--- src/rtl/controller_interface_if.sv ---
// CPU bus and controller-port signals of the game-controller interface.
// The slave modport is the controller_interface block; master is whatever drives it.
interface controller_interface_if;
    logic        clk_enable;
    logic [15:0] cpu_address;
    logic        write_enable_B;
    logic [7:0]  data_out;
    logic        data_enable;
    logic        controller_latch;
    logic        controller_clk_enable;
    logic        controller_1_data_in_B;
    logic        controller_2_data_in_B;
    logic [7:0]  controller_1_buttons_out;
    logic [7:0]  controller_2_buttons_out;

    modport slave (
        input  clk_enable,
        input  cpu_address,
        input  write_enable_B,
        output data_out,
        output data_enable,
        output controller_latch,
        output controller_clk_enable,
        input  controller_1_data_in_B,
        input  controller_2_data_in_B,
        output controller_1_buttons_out,
        output controller_2_buttons_out
    );

    modport master (
        output clk_enable,
        output cpu_address,
        output write_enable_B,
        input  data_out,
        input  data_enable,
        input  controller_latch,
        input  controller_clk_enable,
        output controller_1_data_in_B,
        output controller_2_data_in_B,
        input  controller_1_buttons_out,
        input  controller_2_buttons_out
    );
endinterface

--- src/rtl/controller_interface.sv ---
// Polls two NES-style serial controllers in a 10-step latch/shift/commit loop
// and exposes the committed button bytes on the CPU data bus.
module controller_interface #(
    parameter logic [15:0] CONTROLLER_1_ADDR = 16'h7000,
    parameter logic [15:0] CONTROLLER_2_ADDR = 16'h7001
) (
    input  logic                   clk_1,
    input  logic                   rst_B,
    controller_interface_if.slave  bus
);

    typedef enum logic [1:0] {
        PH_LATCH,
        PH_SHIFT,
        PH_COMMIT
    } phase_e;

    localparam logic [3:0] LAST_STATE = 4'd9;

    logic [3:0] state_q, state_d;
    logic [7:0] shadow_1_q, shadow_1_d;
    logic [7:0] shadow_2_q, shadow_2_d;
    logic [7:0] buttons_1_q, buttons_1_d;
    logic [7:0] buttons_2_q, buttons_2_d;

    phase_e     phase;
    logic [2:0] bit_idx;
    logic       latch_strobe;
    logic       shift_strobe;

    // NOTE: the reset is synchronous, so it lives inside the clocked branch and
    // only takes effect on a clk_1 edge.
    always_ff @(posedge clk_1) begin
        if (!rst_B) begin
            state_q     <= 4'd0;
            shadow_1_q  <= 8'h00;
            shadow_2_q  <= 8'h00;
            buttons_1_q <= 8'h00;
            buttons_2_q <= 8'h00;
        end else begin
            state_q     <= state_d;
            shadow_1_q  <= shadow_1_d;
            shadow_2_q  <= shadow_2_d;
            buttons_1_q <= buttons_1_d;
            buttons_2_q <= buttons_2_d;
        end
    end

    // NOTE: every variable written here gets a default first, so no path can
    // leave one unassigned and infer a latch.
    always_comb begin
        state_d      = state_q;
        shadow_1_d   = shadow_1_q;
        shadow_2_d   = shadow_2_q;
        buttons_1_d  = buttons_1_q;
        buttons_2_d  = buttons_2_q;
        latch_strobe = 1'b0;
        shift_strobe = 1'b0;
        bit_idx      = 3'(4'd8 - state_q);

        // Out-of-range counts fall into COMMIT so the loop always recovers to 0.
        if (state_q == 4'd0) begin
            phase = PH_LATCH;
        end else if (state_q >= LAST_STATE) begin
            phase = PH_COMMIT;
        end else begin
            phase = PH_SHIFT;
        end

        if (bus.clk_enable) begin
            state_d = (state_q >= LAST_STATE) ? 4'd0 : state_q + 4'd1;
            unique case (phase)
                PH_LATCH: latch_strobe = 1'b1;
                PH_SHIFT: begin
                    // Sample precedes the controller's shift on this same edge.
                    shift_strobe        = 1'b1;
                    shadow_1_d[bit_idx] = ~bus.controller_1_data_in_B;
                    shadow_2_d[bit_idx] = ~bus.controller_2_data_in_B;
                end
                PH_COMMIT: begin
                    buttons_1_d = shadow_1_q;
                    buttons_2_d = shadow_2_q;
                end
                default: ;
            endcase
        end
    end

    assign bus.controller_latch         = latch_strobe & rst_B;
    assign bus.controller_clk_enable    = shift_strobe & rst_B;
    assign bus.controller_1_buttons_out = buttons_1_q;
    assign bus.controller_2_buttons_out = buttons_2_q;

    logic hit_1, hit_2;
    assign hit_1 = (bus.cpu_address == CONTROLLER_1_ADDR);
    assign hit_2 = (bus.cpu_address == CONTROLLER_2_ADDR);

    // Writes never enable the bus driver; the registers are read-only.
    assign bus.data_enable = bus.write_enable_B & (hit_1 | hit_2);
    assign bus.data_out    = hit_1 ? buttons_1_q :
                             hit_2 ? buttons_2_q : 8'h00;

endmodule

--- src/flat_wrapper.sv ---
// flat-port wrapper written by rule: the top's interface ports become plain ports
module controller_interface_flat 
#(
    parameter logic [15:0] CONTROLLER_1_ADDR = 16'h7000,
    parameter logic [15:0] CONTROLLER_2_ADDR = 16'h7001
)
  (clk_1, rst_B, bus_clk_enable, bus_cpu_address, bus_write_enable_B, bus_data_out, bus_data_enable, bus_controller_latch, bus_controller_clk_enable, bus_controller_1_data_in_B, bus_controller_2_data_in_B, bus_controller_1_buttons_out, bus_controller_2_buttons_out);
  controller_interface_if bus_i ();
  input  logic clk_1;
  input  logic rst_B;
  input wire logic [$bits(bus_i.clk_enable)-1:0] bus_clk_enable;
  input wire logic [$bits(bus_i.cpu_address)-1:0] bus_cpu_address;
  input wire logic [$bits(bus_i.write_enable_B)-1:0] bus_write_enable_B;
  output wire logic [$bits(bus_i.data_out)-1:0] bus_data_out;
  output wire logic [$bits(bus_i.data_enable)-1:0] bus_data_enable;
  output wire logic [$bits(bus_i.controller_latch)-1:0] bus_controller_latch;
  output wire logic [$bits(bus_i.controller_clk_enable)-1:0] bus_controller_clk_enable;
  input wire logic [$bits(bus_i.controller_1_data_in_B)-1:0] bus_controller_1_data_in_B;
  input wire logic [$bits(bus_i.controller_2_data_in_B)-1:0] bus_controller_2_data_in_B;
  output wire logic [$bits(bus_i.controller_1_buttons_out)-1:0] bus_controller_1_buttons_out;
  output wire logic [$bits(bus_i.controller_2_buttons_out)-1:0] bus_controller_2_buttons_out;
  assign bus_i.clk_enable = bus_clk_enable;
  assign bus_i.cpu_address = bus_cpu_address;
  assign bus_i.write_enable_B = bus_write_enable_B;
  assign bus_data_out = bus_i.data_out;
  assign bus_data_enable = bus_i.data_enable;
  assign bus_controller_latch = bus_i.controller_latch;
  assign bus_controller_clk_enable = bus_i.controller_clk_enable;
  assign bus_i.controller_1_data_in_B = bus_controller_1_data_in_B;
  assign bus_i.controller_2_data_in_B = bus_controller_2_data_in_B;
  assign bus_controller_1_buttons_out = bus_i.controller_1_buttons_out;
  assign bus_controller_2_buttons_out = bus_i.controller_2_buttons_out;
  controller_interface #(.CONTROLLER_1_ADDR(CONTROLLER_1_ADDR), .CONTROLLER_2_ADDR(CONTROLLER_2_ADDR)) u_core (.clk_1(clk_1), .rst_B(rst_B), .bus(bus_i));
endmodule
--- config.mk ---
export PLATFORM = sky130hd
export DESIGN_NAME = controller_interface_flat
export DESIGN_NICKNAME = d
export VERILOG_FILES = /design/src/rtl/controller_interface_if.sv /design/src/rtl/controller_interface.sv /design/src/flat_wrapper.sv
export SDC_FILE = /design/constraint.sdc
export NUM_CORES = 1
export LEC_CHECK = 0
export ABC_AREA = 1
export CORE_ASPECT_RATIO = 0.7
export CORE_MARGIN = 2
export CORE_UTILIZATION = 55
export DETAILED_ROUTE_END_ITERATION = 16
export DONT_BUFFER_PORTS = 1
export GPL_ROUTABILITY_DRIVEN = 0
export PLACE_DENSITY = 0.73
export SLEW_MARGIN = 20
export SYNTH_ARGS = -nofsm -noshare
export SYNTH_HDL_FRONTEND = slang
export SYNTH_SLANG_ARGS = --single-unit
export TNS_END_PERCENT = 1
--- constraint.sdc ---
create_clock -name clk_1 -period 1.9 [get_ports clk_1]
set_input_delay 0.57 -clock clk_1 [delete_from_list [all_inputs] [get_ports clk_1]]
set_output_delay 0.57 -clock clk_1 [all_outputs]
set_load 0.01 [all_outputs]
Word-level counts from Yosys, hierarchy flattened
Cells that the tools add are included.
Widths: inputs -> output; s select.
Storage, ports and cells
  register bits after elaboration: 36
  latch bits: 0
  RAM bits: 0
  memory bits (read-only): 0
  output and inout port bits: 27
  memories kept: 0
Cells by class
  add/subtract/negate cells: 2
  $mul: 0
  div/mod/pow operators: 0
  $lt $le $gt $ge: 3
  equal/unequal tests: 4
  shift operators: 0
  muxes and demuxes: 13
  bitwise operators: 6
  reduce and logical (&&, ||, !) cells: 5
Operators by type and width (number)
  $eq 16x15->1 const B: 2
  $bwmux 8: 2
  $mux 8: 2
  $mux 1: 5
  $add 4x1->4 const B: 1
  $ge 4x4->1 const B: 1
  $logic_not 4->1: 1
  $lt 3x4->1 const B: 1
  $mux 2: 2
  $mux 4: 1
  $reduce_and 2->1: 2
  $and 1x1->1: 3
  $demux 1 s3: 1
  $ge 3x1->1 const B: 1
  $sub 1x3->3 const A: 1
  $eq 2x1->1 const B: 1
  $eq 2x2->1 const B: 1
  $logic_not 2->1: 1
  $not 1->1: 2
  $logic_and 1x1->1: 1
  $or 1x1->1: 1

Longest topological paths before layout
Gate-level depths: netlist of run 1.
  depth after elaboration: 7
  gate-level depth with buffers: 11
  mapped depth without buffers: 10

Least setup slack after synthesis of run 1
No wires, ideal clock.
  kind: input port to output port
  start: in bus_cpu_address[5]
  end: out bus_data_out[0]
  data arrival time: 1.562 ns
  data required time: 1.330 ns
  setup slack: -0.232 ns
  stages on the path: 4
  buffers on the path: 0
  cells stage by stage: nor2_1 -> nor3b_2 -> nand3_2 -> o21ai_0
On the way
  cells in the longest elaborated chain, start to end: 3
RTL lines
  from (decl): RTL line flat_wrapper.sv:12  | input wire logic [$bits(bus_i.cpu_address)-1:0] bus_cpu_address;
  $eq 16x15->1: RTL line controller_interface.sv:96  | assign hit_2 = (bus.cpu_address == CONTROLLER_2_ADDR);
  $mux 8: RTL line controller_interface.sv:101  | hit_2 ? buttons_2_q : 8'h00;
  $mux 8 *: RTL line controller_interface.sv:100  | assign bus.data_out = hit_1 ? buttons_1_q :
  to (decl): RTL line flat_wrapper.sv:14  | output wire logic [$bits(bus_i.data_out)-1:0] bus_data_out;
Mark *: on every way between the ends. The rest lies on a longest branch, timed or not.

Worst setup path in the final report of run 1
  start: in bus_cpu_address[9]
  end: out bus_data_out[0]
The elaborated chain is that of the path after synthesis.

==> flow_metrics.tcl, run 1 <==
set metrics [dict create \
    drtIter0Drc 109 \
    grt_pass1_wl_um 6950 \
    htree_levels 2 \
    intPower_mw 1.10 \
    hold-worst-slack_ns 0.399 \
    stdcell_count 313 \
    peakVddDrop_mv 0.454 \
    drc 0 \
    synth_top_area_share_pct 39.6 \
    post_dp_cell_area_sq_um 1960 \
    yosysSeqAreaShare_pct 39.6 \
    grt_use_total_pct 24.5 \
    p_sw_uw 397 \
    yosysTopAreaCell "dfxtp_1" \
    grt_pass1_vias 1502 \
    finalCritPeriodShare_pct 106 \
    max_slew_margin_pct 78.7 \
    drive_gt1_share_pct 18.5 \
    synthesis.area_sq_um 1820 \
    violations "setup timing" \
    cts.sinks 36 \
    num_vias 1748 \
    antenna_left 0 \
    final_common_cell "nor2_1" \
    critPathLaunchType "input port" \
    drv_slew 0 \
    cts_tree "yes" \
    endpoint_kind "output port" \
    p_leak_nw 0.809 \
    critPathArrivalTime_ns 1.44 \
    worst_slew_pin_slew_ns 0.319 \
    slowest_stage "nor2_4" \
    fin_area_sq_um 2170 \
    io_pins 49 \
    slowest_delay_ns 0.20 \
    syn_inst 266 \
    detailed_place_hpwl_um 3240 \
    fmax_mhz 497 \
    setup_viol 10 \
    crit_family "simple AND/OR/NAND/NOR gates" \
    skew_ns 0.00656 \
    crit_chain "nor2_1 > nand3_1 > nor2_4 > nand3_4 > buf_12 > o21ai_4" \
    critPathBufInv 1 \
    hold_violations 0 \
    maxCapViolations 0 \
    areaGrowthSynthToFinish_pct 19.2 \
    pwr-share-seq_pct 52.3 \
    hold_class "in2reg" \
    numCtsBuffers 5 \
    grt_max_degree 22 \
    status "finished, violations left" \
    wire_per_inst_um 15.0 \
    crit_fanout 8 \
    path_class "in2out" \
    tns_ns -0.788 \
    dr.pass1.iters 4 \
    period_needed_ns 2.01 \
    p_per_area_nw_per_um2 690 \
    layout_common_cells "nor2_1, nand3_1, nand2_1" \
    viasPerCell 5.58 \
    diodes 0 \
    ctsHoldBuffers 0 \
    yosysUniqueCellTypes 30 \
    ys_top_cells_by_area "dfxtp_1, nand3_1, nor2_1" \
    setup_ws_ns -0.112 \
    fin_util_pct 68.9 \
    post-place-ws_ns -0.0414 \
    switching_share_pct 26.5 \
    rows 17 \
    rsz0062_at_grt "yes" \
    grt-ovfl-total 0 \
    wl_um 4700 \
    root_buffer "clkbuf_8" \
    core_sq_um 3150 \
    nets 300 \
    clk_latency_ns 0.28 \
    start_util_pct 57.8 \
    clk_pin_slew_ns 0.07 \
    dpl.cell_count 305 \
    fp.dieW_um 72.8 \
    antenna_found_initial 0 \
    io_buffers 0 \
    worstPathRequired_ns 1.33 \
    synth_nets 291 \
    yosys_warnings 0 \
    synth.avg_cell_area_sq_um 6.84 \
    die_area_sq_um 3790 \
    total_power_mw 1.50 \
    ys_seq_elements 36 \
    clock_tree.buffer_depth 2 \
    clkPwrFrac_pct 34.0 \
    combPwrFrac_pct 13.7 \
    die_h_um 52.1 \
]
[routing by layer]
layer  vias to the layer above  global-route usage (%)  part of all wire (%)
li1                        885                       -                     -
met1                       791                    34.7                    48
met2                        61                    35.5                    45
met3                        11                    6.98                   5.1
met4                         0                    8.33                   1.9
met5                         -                       0                     0
[cell type report]
| class | instances | area [sq um] |
|---|---|---|
| Multi-Input combinational cell | 195 | 1110 |
| Tap cell | 38 | 47.5 |
| Timing Repair Buffer | 13 | 118 |
| Clock inverter | 1 | 5.00 |
| Fill cell | 276 | 978 |
| Sequential cell | 36 | 722 |
| Clock buffer | 6 | 72.6 |
| Inverter | 24 | 91.3 |
[sequential cells by signal, summed over array words and instances, names as in the netlist]
register / count
u_core.bus.controller_1_buttons_out: 8
u_core.bus.controller_2_buttons_out: 8
u_core.shadow_1_q: 8
u_core.shadow_2_q: 8
u_core.state_q: 4
[worst paths after layout]
kind                                                        start                                             endpoint  slack, ns  cells after the start
worst max register to register     u_core.state_q[1]$_SDFFE_PN0P_                    u_core.shadow_2_q[5]$_SDFFE_PN0P_       0.34                      9
worst min register to register  u_core.shadow_2_q[3]$_SDFFE_PN0P_  u_core.bus.controller_2_buttons_out[3]$_SDFFE_PN0P_       0.48                      2
worst min-delay path                                        rst_B                    u_core.shadow_1_q[3]$_SDFFE_PN0P_       0.40                      2
worst max-delay path                           bus_cpu_address[9]                                      bus_data_out[0]      -0.11                      6
[kinds of logic (layout without fill, tap and decap cells)]
kind of cell    count (synthesis)  after routing  synth area share, %
simple gates                  161            161                 40.7
flops                          36             36                 39.6
buf+inv                        35             44                 8.18
compound gates                 28             28                 8.04
fa+ha+maj                       3              3                 2.06
xor+xnor                        3              3                 1.44
[power groups by stage]
stage / sequential, mW / clock, mW / combinational [mW]
2_1_floorplan: 0.797 / 0 / 0.159
3_3_place_gp: 0.798 / 0 / 0.182
3_5_place_dp: 0.799 / 0 / 0.184
4_1_cts: 0.783 / 0.512 / 0.200
5_1_grt: 0.784 / 0.539 / 0.231
6_report: 0.783 / 0.509 / 0.205
[cell usage after synthesis]
| master | instances |
|---|---|
| buf_1 | 1 |
| o21ai_2 | 1 |
| nor2_2 | 1 |
| nor3_1 | 2 |
| nand2_2 | 2 |
| dfxtp_1 | 36 |
| buf_4 | 1 |
| clkbuf_1 | 3 |
| nor3b_2 | 1 |
| nand3_2 | 2 |
| nor2_4 | 1 |
| nand3b_1 | 1 |
| o211ai_1 | 1 |
| nand2_4 | 2 |
| a21oi_1 | 17 |
| o21ai_0 | 8 |
| nand2_1 | 42 |
| xor2_1 | 2 |
| clkinv_1 | 2 |
| nand3_1 | 44 |
| nand4_1 | 8 |
| o21ai_1 | 1 |
| nor3b_1 | 1 |
| inv_1 | 21 |
| inv_2 | 1 |
| ha_1 | 3 |
| buf_2 | 5 |
| buf_6 | 1 |
| nor2_1 | 54 |
| xnor2_1 | 1 |
[what timing repair did]
action	4_1_cts	5_1_grt
endpoints found under the setup margin	10	11
gates resized for setup	9	14
buffers inserted	0	1
cloned	0	0
pin swaps	0	9
Power figures use the tool's default switching activity.
==> run 2: changes to the inputs <==
--- a/config.mk
+++ b/config.mk
@@ -6,13 +6,15 @@
 export NUM_CORES = 1
 export LEC_CHECK = 0
 export ABC_AREA = 1
+export CELL_PAD_IN_SITES_DETAIL_PLACEMENT = 1
+export CELL_PAD_IN_SITES_GLOBAL_PLACEMENT = 1
 export CORE_ASPECT_RATIO = 0.7
 export CORE_MARGIN = 2
-export CORE_UTILIZATION = 55
+export CORE_UTILIZATION = 39
 export DETAILED_ROUTE_END_ITERATION = 16
 export DONT_BUFFER_PORTS = 1
 export GPL_ROUTABILITY_DRIVEN = 0
-export PLACE_DENSITY = 0.73
+export PLACE_DENSITY_LB_ADDON = 0.1
 export SLEW_MARGIN = 20
 export SYNTH_ARGS = -nofsm -noshare
 export SYNTH_HDL_FRONTEND = slang
==> run 2 against run 1 <==
Effect of this change: the run still ends with setup timing left; first-iteration DRC count fell by 27%; die area rose by 38%; clock skew fell by 0.0027 ns; register-to-register slack got worse by 0.10 ns; wire length rose by 18%; sequential power barely moved; critical path type unchanged; critical endpoint is now bus_data_out[1]; largest power group unchanged; highest routed layer unchanged.
==> flow_metrics.tcl, run 2 (synthesis gave the netlist of run 1 again) <==
set metrics [dict create \
    status "finished, violations left" \
    violations "setup timing" \
    path_depth 6 \
    detailed_place_hpwl_um 4080 \
    numCtsBuffers 5 \
    crit_family "simple AND/OR/NAND/NOR gates" \
    die_area_sq_um 5240 \
    rows 20 \
    combPwrFrac_pct 12.7 \
    grt_use_total_pct 22.6 \
    post-place-ws_ns -0.127 \
    viasPerCell 5.33 \
    grt_pass1_vias 1715 \
    max_slew_margin_pct 75.6 \
    ctsHoldBuffers 0 \
    crit_chain "nor2_1 > nand2_1 > nor2_2 > buf_4 > nand4_1 > o21ai_4" \
    rsz0062_at_grt "yes" \
    worst_r2r_startpoint "u_core.state_q[0]$_SDFFE_PN0P_" \
    critPathArrivalTime_ns 1.43 \
    areaGrowthSynthToFinish_pct 24.3 \
    path_class "in2out" \
    dpl.cell_count 321 \
    clk_pin_slew_ns 0.07 \
    cts_tree "yes" \
    io_pins 49 \
    intPower_mw 1.24 \
    clk_latency_ns 0.29 \
    pwr-share-seq_pct 47.1 \
    nets 304 \
    nFillCells 561 \
    layout_common_cells "nor2_1, nand3_1, nand2_1" \
    wl_um 5520 \
    start_util_pct 41.3 \
    wire_per_inst_um 16.5 \
    endpoint_kind "output port" \
    p_leak_nw 0.844 \
    stdcell_count 335 \
    drv_slew 0 \
    drc 0 \
    worst_slew_pin_slew_ns 0.363 \
    antenna_left 0 \
    diodes 0 \
    peakVddDrop_mv 0.493 \
    num_vias 1785 \
    hold_depth 2 \
    critPathBufInv 1 \
    hold_class "in2reg" \
    rr_worst_depth 9 \
    setup_viol 9 \
    p_per_area_nw_per_um2 736 \
    grt_pass1_wl_um 9020 \
    clkPwrFrac_pct 40.2 \
    dr.pass1.iters 4 \
    worstPathRequired_ns 1.33 \
    final_common_cell "nor2_1" \
    antenna_found_initial 0 \
    io_buffers 0 \
    crit_fanout 8 \
    finalCritPeriodShare_pct 105 \
    slowest_stage "buf_4" \
    fp.dieW_um 85.7 \
    cp-startpoint "bus_cpu_address[3]" \
    drtIter0Drc 80 \
    core_sq_um 4400 \
    skew_ns 0.00388 \
    maxCapViolations 0 \
    die_h_um 61.2 \
    grt-ovfl-total 0 \
    seq_area_sq_um 722 \
    multi_input_area_sq_um 1120 \
    drive_gt1_share_pct 19.6 \
    p_sw_uw 425 \
    setup_ws_ns -0.100 \
    slowest_delay_ns 0.17 \
    cts.sinks 36 \
    critPathLaunchType "input port" \
    htree_levels 2 \
    grt_max_degree 22 \
    hold_violations 0 \
    switching_share_pct 25.6 \
    period_needed_ns 2.00 \
    holdCritStartpoint "rst_B" \
    root_buffer "clkbuf_8" \
    clock_tree.buffer_depth 2 \
    fmax_mhz 500 \
]
==> run 2: path summary, 6_finish.rpt <==
kind | to | slack, ns
worst max-delay path | bus_data_out[1] | -0.10
worst min-delay path | u_core.shadow_1_q[5]$_SDFFE_PN0P_ | 0.39
worst max register to register | u_core.shadow_1_q[0]$_SDFFE_PN0P_ | 0.24
worst min register to register | u_core.shadow_2_q[2]$_SDFFE_PN0P_ | 0.49
==> run 2: worst reg2reg max path: cells and delay by family (launching register included) <==
kind | cells | cell delay, ns
AOI/OAI and AO/OA | 1 | 0.16
buffers and inverters | 2 | 0.15
and+or+nand+nor | 5 | 0.66
DFF | 1 | 0.35
adders and majority gates | 1 | 0.24
==> run 2: stage by stage <==
step,hold slack [ns],utilization (%),area (sq um),setup TNS [ns],total power [mW]
global placement,0.469,45.0,1980,-0.376,0.988
CTS,0.387,51.0,2250,-0.813,1.67
floorplan,0.456,-,1880,-0.576,0.955
global route,0.387,51.4,2260,-1.36,1.75
finish,0.395,51.4,2260,-0.792,1.66
detailed placement,0.479,45.0,1980,-0.950,0.993
==> run 2: layout make-up <==
cell class                      count  share of cell area [%]
Clock inverter                      2                    1.55
Timing Repair Buffer               17                    6.86
Inverter                           24                    4.04
Tap cell                           55                    3.04
Sequential cell                    36                    31.9
Clock buffer                        6                    3.21
Multi-Input combinational cell    195                    49.4
==> run 2: routing by layer <==
layer	vias to the layer above	track usage, %	share of wire (%)
li1	893	-	-
met1	841	32.0	48
met2	45	34.7	45
met3	6	6.03	6.3
met4	0	5.44	1.1
met5	-	0	0
==> run 2: power groups by stage <==
stage	clock [mW]	combinational (mW)	sequential, mW
2_1_floorplan	0	0.159	0.797
5_1_grt	0.721	0.239	0.786
4_1_cts	0.684	0.205	0.784
3_3_place_gp	0	0.188	0.800
6_report	0.669	0.211	0.784
3_5_place_dp	0	0.193	0.800
==> run 2: what timing repair did <==
action                                  CTS  global route
pin swaps                                 4             3
resized for setup                        21             4
endpoints found under the setup margin   11            11
setup buffers                             6             0
==> run 3: changes to the inputs <==
--- a/config.mk
+++ b/config.mk
@@ -5,12 +5,11 @@
 export SDC_FILE = /design/constraint.sdc
 export NUM_CORES = 1
 export LEC_CHECK = 0
-export ABC_AREA = 1
 export CELL_PAD_IN_SITES_DETAIL_PLACEMENT = 1
 export CELL_PAD_IN_SITES_GLOBAL_PLACEMENT = 1
 export CORE_ASPECT_RATIO = 0.7
 export CORE_MARGIN = 2
-export CORE_UTILIZATION = 39
+export CORE_UTILIZATION = 42
 export DETAILED_ROUTE_END_ITERATION = 16
 export DONT_BUFFER_PORTS = 1
 export GPL_ROUTABILITY_DRIVEN = 0
==> run 3 against run 2 <==
Effect of this change: the run still ends with setup timing left; hold slack improved by 0.022 ns; clock skew increased by 0.0034 ns; wire length decreased by 11%; global-route usage decreased by 2.2 points; final cell count decreased by 24%; highest routed layer unchanged.
==> flow_metrics.tcl, run 3 <==
set metrics [dict create \
    critPathBufInv 1 \
    rsz0062_at_grt "yes" \
    synth_top_area_share_pct 38.3 \
    cts_tree "yes" \
    htree_levels 2 \
    num_vias 1471 \
    ctsHoldBuffers 0 \
    grt_pass1_vias 1552 \
    ys_top_cells_by_area "dfxtp_1, mux2i_1, a21boi_2" \
    clock_tree.buffer_depth 2 \
    rows 20 \
    holdCritStartpoint "rst_B" \
    grt_max_degree 37 \
    io_buffers 0 \
    skew_ns 0.00725 \
    grt_pass1_wl_um 7930 \
    fin_area_sq_um 2170 \
    antenna_found_initial 0 \
    hold_depth 1 \
    detailed_place_hpwl_um 3290 \
    max_slew_margin_pct 53.4 \
    maxCapViolations 0 \
    start_util_pct 43.5 \
    setup_ws_ns -0.0373 \
    layout_common_cells "dfxtp_1, mux2i_1, nand2_1" \
    numCtsBuffers 5 \
    syn_inst 197 \
    worst_slew_pin_slew_ns 0.699 \
    die_h_um 60.0 \
    endpoint_kind "output port" \
    fmax_mhz 516 \
    multi_input_area_sq_um 1170 \
    peakVddDrop_mv 0.348 \
    hold_class "in2reg" \
    status "finished, violations left" \
    drv_slew 0 \
    synthesis.area_sq_um 1880 \
    worstPathRequired_ns 1.33 \
    period_needed_ns 1.94 \
    yosysUniqueCellTypes 37 \
    critPathArrivalTime_ns 1.37 \
    yosysTopAreaCell "dfxtp_1" \
    slowest_delay_ns 0.26 \
    grt-ovfl-total 0 \
    synthFlopType "dfxtp_1" \
    synth.avg_cell_area_sq_um 9.56 \
    root_buffer "clkbuf_8" \
    p_per_area_nw_per_um2 733 \
    diodes 0 \
    post_dp_cell_area_sq_um 1910 \
    yosys_warnings 0 \
    clk_latency_ns 0.29 \
    wl_um 4930 \
    cts.sinks 36 \
    hold_violations 0 \
    grt_use_met3_pct 6.77 \
    rr_worst_depth 6 \
    crit_chain "nor4b_2 > nand4_1 > buf_6 > nor2_4" \
    viasPerCell 5.81 \
    met2_usage_pct 32.4 \
    met1_usage_pct 26.4 \
    synth_edf_count 0 \
    slowest_stage "nor4b_2" \
    wire_per_inst_um 19.5 \
    areaGrowthSynthToFinish_pct 15.2 \
    violations "setup timing" \
    path_depth 4 \
    antenna_left 0 \
    total_power_mw 1.59 \
    nets 223 \
    dpl.cell_count 244 \
    yosysSeqAreaShare_pct 38.3 \
    crit_family "simple AND/OR/NAND/NOR gates" \
    synth_nets 222 \
    clk_pin_slew_ns 0.07 \
    async_flop_share_pct 0 \
    finalCritPeriodShare_pct 102 \
    post-place-ws_ns -0.0663 \
    netlist_top_cells_count "dfxtp_1, mux2i_1, nand2_1, o21ai_0, nor2_1" \
    setup_viol 10 \
    worst_r2r_startpoint "u_core.state_q[1]$_SDFFE_PN0P_" \
    final_common_cell "dfxtp_1" \
    nFillCells 476 \
    ys_seq_elements 36 \
    drc 0 \
    io_pins 49 \
    path_class "in2out" \
    drive_gt1_share_pct 32.3 \
    dr.pass1.iters 4 \
    drtIter0Drc 51 \
    fp.dieW_um 84.0 \
    busiest_layer "met2" \
    critPathLaunchType "input port" \
    core_sq_um 4330 \
    die_area_sq_um 5040 \
    cp-startpoint "bus_cpu_address[5]" \
    crit_fanout 4 \
    fin_util_pct 50.1 \
    seq_area_sq_um 727 \
    stdcell_count 253 \
    grt_use_total_pct 20.3 \
    yosysMostFrequentCell "dfxtp_1" \
    p_leak_nw 0.757 \
]
==> run 3: cell types whose count changed after synthesis, moves of 10 or more <==
cell,previous run,this run
nor2_1,54,14
nand3_1,44,8
nand2_1,42,19
mux2i_1,0,21
a21oi_1,17,1
inv_1,21,5
a21boi_2,0,10
==> run 3: routing by layer <==
metal  share of wire [%]  routed length (um)
met5                   0                   0
met4                 1.1                  53
met3                 4.9                 242
met2                  46                2270
met1                  48                2370
==> run 3: final cells by class <==
| type | instances | share of cell area [%] |
|---|---|---|
| timing repair buffer | 10 | 3.81 |
| multi-input combinational | 140 | 54.1 |
| sequential | 36 | 33.5 |
| clock buffer | 7 | 4.44 |
| tap | 55 | 3.17 |
| inverter | 5 | 0.980 |
==> run 3: stage by stage <==
| step | setup TNS (ns) | hold slack, ns |
|---|---|---|
| 2_1_floorplan | -0.437 | 0.439 |
| 3_3_place_gp | -0.401 | 0.451 |
| 3_5_place_dp | -0.545 | 0.452 |
| 4_1_cts | -0.216 | 0.415 |
| 5_1_grt | -0.857 | 0.412 |
| 6_report | -0.248 | 0.417 |
==> run 3: cells by family after synthesis <==
family | Yosys count | synth area share, %
AOI/OAI and AO/OA | 43 | 17.9
and+or+nand+nor | 69 | 22.3
muxes | 21 | 11.2
xor gates and xnor gates | 4 | 1.86
adders and majority gates | 3 | 1.99
DFF | 36 | 38.3
buffers and inverters | 21 | 6.58
==> run 3: power breakdown <==
part           internal (mW)  switching, mW  leakage [nW]
sequential             0.766         0.0137         0.292
clock                  0.323          0.272        0.0503
combinational         0.0905          0.125         0.415
total                   1.18          0.410         0.757
==> run 3: path summary, 6_finish.rpt <==
path	to	slack (ns)
setup / recovery	bus_data_out[3]	-0.04
setup reg to reg	u_core.bus.controller_1_buttons_out[6]$_SDFFE_PN0P_	0.13
hold / removal	u_core.shadow_1_q[7]$_SDFFE_PN0P_	0.42
hold reg to reg	u_core.bus.controller_2_buttons_out[3]$_SDFFE_PN0P_	0.46
==> run 3: timing repair <==
action / CTS / global route
pin swaps: 12 / 1
setup buffers: 1 / 0
gates resized for setup: 35 / 4
hold endpoints to repair: 0 / 0
endpoints found under the setup margin: 15 / 18
cloned: 1 / 0
